--- src/rtl/idex_hazard_reg.sv ---
// ID/EX pipeline register with load-use hazard detection.
// Inserts a one-cycle bubble into EX and stalls PC/IF-ID on a load-use dependence.
module idex_hazard_reg #(
  parameter int DATA_W = 32,
  parameter int CNT_W  = 16
) (
  input  logic              clk_i,
  input  logic              rst_i,
  input  logic              hold_i,
  input  logic              flush_i,
  input  logic [4:0]        ID_rs,
  input  logic [4:0]        ID_rt,
  input  logic [4:0]        ID_rd,
  input  logic              ID_use_rt,
  input  logic [DATA_W-1:0] ID_data1,
  input  logic [DATA_W-1:0] ID_data2,
  input  logic [DATA_W-1:0] ID_imm,
  input  logic [7:0]        ID_ctrl,
  output logic [4:0]        IDEX_rs,
  output logic [4:0]        IDEX_rt,
  output logic [4:0]        IDEX_rd,
  output logic [DATA_W-1:0] IDEX_data1,
  output logic [DATA_W-1:0] IDEX_data2,
  output logic [DATA_W-1:0] IDEX_imm,
  output logic [7:0]        IDEX_ctrl,
  output logic              stall_o,
  output logic [CNT_W-1:0]  stall_cnt_o
);

  localparam int MEMREAD = 5;

  logic haz;
  logic rs_hit;
  logic rt_hit;
  logic cnt_full;

  assign rs_hit   = (IDEX_rt == ID_rs);
  assign rt_hit   = ID_use_rt && (IDEX_rt == ID_rt);
  assign haz      = IDEX_ctrl[MEMREAD] && (IDEX_rt != 5'd0)
                    && (rs_hit || rt_hit);
  assign stall_o  = haz | hold_i;
  assign cnt_full = &stall_cnt_o;

  always_ff @(posedge clk_i or posedge rst_i) begin
    if (rst_i) begin
      IDEX_rs     <= '0;
      IDEX_rt     <= '0;
      IDEX_rd     <= '0;
      IDEX_data1  <= '0;
      IDEX_data2  <= '0;
      IDEX_imm    <= '0;
      IDEX_ctrl   <= '0;
      stall_cnt_o <= '0;
    end else if (hold_i) begin
      IDEX_ctrl   <= IDEX_ctrl;
    end else if (flush_i) begin
      // flush wins over a coincident hazard and is not counted
      IDEX_rs     <= ID_rs;
      IDEX_rt     <= ID_rt;
      IDEX_rd     <= ID_rd;
      IDEX_data1  <= ID_data1;
      IDEX_data2  <= ID_data2;
      IDEX_imm    <= ID_imm;
      IDEX_ctrl   <= '0;
    end else if (haz) begin
      IDEX_ctrl   <= '0;
      if (!cnt_full)
        stall_cnt_o <= stall_cnt_o + CNT_W'(1);
    end else begin
      IDEX_rs     <= ID_rs;
      IDEX_rt     <= ID_rt;
      IDEX_rd     <= ID_rd;
      IDEX_data1  <= ID_data1;
      IDEX_data2  <= ID_data2;
      IDEX_imm    <= ID_imm;
      IDEX_ctrl   <= ID_ctrl;
    end
  end

endmodule

--- config.mk ---
export PLATFORM = sky130hd
export DESIGN_NAME = idex_hazard_reg
export DESIGN_NICKNAME = d
export VERILOG_FILES = /design/src/rtl/idex_hazard_reg.sv
export SDC_FILE = /design/constraint.sdc
export NUM_CORES = 1
export LEC_CHECK = 0
export CORE_UTILIZATION = 25
export CTS_CLUSTER_SIZE = 25
export DETAILED_ROUTE_END_ITERATION = 10
export PLACE_DENSITY_LB_ADDON = 0.15
export REMOVE_ABC_BUFFERS = 1
export SLEW_MARGIN = 40
export SYNTH_ARGS = -nofsm -noshare
export SYNTH_HDL_FRONTEND = slang
export SYNTH_SLANG_ARGS = --single-unit
--- constraint.sdc ---
create_clock -name clk_i -period 5.75 [get_ports clk_i]
set_input_delay 0.575 -clock clk_i [delete_from_list [all_inputs] [get_ports clk_i]]
set_output_delay 0.575 -clock clk_i [all_outputs]
set_load 0.05 [all_outputs]
==> flow_summary.ini <==
[run_status]
result_of_the_run = finished, final reports clean

[global_route]
globalRouteTotalUtil_pct = 12.8
antenna_found_initial = 1
first_pass_grt_wire_length_um = 21800
first_global_vias = 4019
grt_remaining_overflow = 0
grt_start_max_net_pins = 87

[synth]
syn_avg_cell_area_um2 = 15.5
synth.ff_latch_count = 135
synth_cell_types = 32
synth.top_cell.area_share_pct = 61.4
synthDominantAreaCellType = sky130_fd_sc_hd__dfrtp_1
yosysSeqAreaShare_pct = 61.4
synthesis.area_mm2 = 0.00550
postSynthCellCount = 356
yosys_warnings = 0
ys_top_cells_by_area = sky130_fd_sc_hd__dfrtp_1, sky130_fd_sc_hd__mux2_1, sky130_fd_sc_hd__mux2_2

[placed_design]
placement_stage_worst_setup_slack_ns = 2.06
io_buffer_count = 259
detailed_place_hpwl_um = 10300
gp_routability_congestion = 0.770

[floorplan]
die_area_mm2 = 0.0226
fp.dieW_um = 150
core-area_mm2 = 0.0213
die_h_um = 150
top_level_ports = 260
start_util_pct = 25.9
core.rowCount = 53

[routing]
drt.antenna.violating_nets = 0
vias_per_cell = 4.21
route.final.wire_length_um = 14200
route.detailed.wl_per_inst_um = 15.7
drt-pass1-iter-count = 4
detailroute.via_count = 3829
detail_route.iter0.violations = 59
drc_errors = 0

[power]
power-per-cell-area_mw_per_mm2 = 341
cell_leakage_power_uw = 0.00364
peakVddDrop_uv = 155

[sta]
finClkSkew_ns = 0.00926
clock_period_minus_worst_slack_ns = 3.50
max_clock_freq_ghz = 0.286
total_negative_slack_ns = 0
report.final.setup_viol = 0
worst_slew_pin_slew_ns = 0.747
drv_slew = 0
grt_setup_unrepaired = no
final_worst_path_period_share_pct = 60.9
final_critical_path_setup_slack_ns = 2.25
max_slew_margin_pct = 50.2
report.final.hold_viol_count = 0

[critical_path]
worst-r2r-cell-count = 7
critical_path.reg2reg.startpoint = IDEX_rt[0]
ff2ff_setup_slack_ns = 2.57
setup.worst_path.end_class = output port
worst_ep_arrival_time_ns = 2.93
cpMaxStageDelayCell = sky130_fd_sc_hd__clkdlybuf4s50_1
worstSetupPathType = in -> out
critical_path.max_stage_delay_ns = 0.80
timing.rr.end = IDEX_rd[2]
required_time_of_the_worst_setup_path_ns = 5.18
cp_cell_sequence = clkdlybuf4s50_1, xnor2_1, nand3_1, o22ai_4, nand2_1, nand2b_1, clkdlybuf4s50_1
critical_path.startpoint_type = input port
path_common_cell = sky130_fd_sc_hd__clkdlybuf4s50_1
crit_path_max_fanout = 18

[clocking]
number_of_buffers_inserted_during_clock_tree_synthesis = 17
clock_sink_count = 135
worstSkewPairLatency_ns = 0.41
clkSlewWorstSetupHoldPaths_ns = 0.06
post_cts_hold_buffer_count = 0
cts_resized = 0
clock_tree.buffer_depth = 2
cts-htree-levels = 4
post-cts-setup-buffers = 0
clk_root_buffer_cell = sky130_fd_sc_hd__clkbuf_16
cts_tree = yes

[cells_and_area]
nNetsFinal = 747
antenna_cells_inserted = 0
share_of_layout_cells_above_drive_strength_1_pct = 9.78
layout-area-overhead-vs-synth_pct = 63.5

[run]
drv.max_cap_violation_count = 0

[min_path]
holdPathEnd = IDEX_imm[21]
whs_path_depth = 1
hp-start = IDEX_imm[21]
timing.hold.worst.class = reg -> reg
==> critical path: cells and delay by family <==
family | cells | cell delay, ns
AOI/OAI and AO/OA | 1 | 0.48
xor gates and xnor gates | 1 | 0.13
buffers and inverters | 2 | 1.30
and+or+nand+nor | 3 | 0.43
==> power breakdown <==
group          total [uW]  internal, uW  switching (uW)
logic                 744           294             450
registers            1090          1040            48.8
clock network        1240           824             413
total                3070          2160             912
==> state kept, by name (all words and copies together) (netlist names) <==
| signal | count |
|---|---|
| IDEX_rd | 5 |
| IDEX_ctrl | 8 |
| stall_cnt_o | 16 |
| IDEX_data1 | 32 |
| IDEX_data2 | 32 |
| IDEX_rt | 5 |
| IDEX_imm | 32 |
| IDEX_rs | 5 |
==> worst max path at each step <==
| stage | startpoint | end | slack, ns |
|---|---|---|---|
| 2_1_floorplan | rst_i | IDEX_ctrl[0] | 1.56 |
| 3_3_place_gp | ID_rs[2] | IDEX_imm[3] | 1.75 |
| 3_5_place_dp | ID_rs[4] | stall_o | 2.06 |
| 4_1_cts | ID_rs[4] | stall_o | 2.03 |
| 5_1_grt | ID_rt[3] | stall_o | 2.11 |
| 6_report | ID_rs[4] | stall_o | 2.25 |
==> cell usage after synthesis, drive strengths merged <==
cell    number
nand3       12
nand3b       1
nand2        5
o21a         1
buf         12
or4          1
o21ai        1
or2          1
nor2b        7
inv          1
nor3         1
and2         2
xnor2       25
clkbuf       3
and4         4
ha           1
a22o         7
mux2       112
nor4         1
dfrtp      135
nor4bb       1
nor2         5
and3         5
nand2b       1
o22ai        1
nand4b       1
a32o         1
a21oi        2
nand4        6
==> layout make-up <==
class	instances	area (um2)
multi-input combinational	205	1950
inverter	1	8.76
sequential	135	3380
timing repair buffer	262	2650
fill	1913	12300
tap	275	344
clock inverter	12	225
clock buffer	19	443
==> stage by stage <==
stage	cell area [um2]	utilization (%)	power (uW)	instances	hold slack [ns]
CTS	8980	42.2	3120	909	0.487
finish	9000	42.3	3070	909	0.482
detailed placement	8320	39.1	1860	878	0.474
global placement	8280	38.9	1850	877	0.468
global route	9000	42.3	3210	909	0.505
floorplan	5330	-	1540	341	0.708
==> placed cells by master, fill, tap and decap left out, drive strengths merged, types with 5 or more instances in the layout <==
master	instances
clkdlybuf4s50	259
dfrtp	135
mux2	112
xnor2	25
clkbuf	20
nand3	12
nor2b	7
a22o	7
nand4	6
bufinv	6
clkinv	6
nand2	5
nor2	5
and3	5
==> routing by layer <==
layer	vias up	global-route usage, %	part of all wire (%)
li1	1803	-	-
met4	0	4.24	1.4
met5	-	0	0
met2	172	20.5	47
met3	14	4.79	8.5
met1	1840	15.7	43
==> cell families after synthesis <==
family	count (synthesis)	share of synthesized area (%)
flip-flops	135	61.4
multiplexers	112	22.9
AND/OR/NAND/NOR	54	5.89
XOR/XNOR	25	3.98
buffers and inverters	16	3.27
AO/OA/AOI/OAI	13	2.34
adder cells (fa/ha/maj)	1	0.227
No activity file was read; power rests on OpenSTA's default activity.
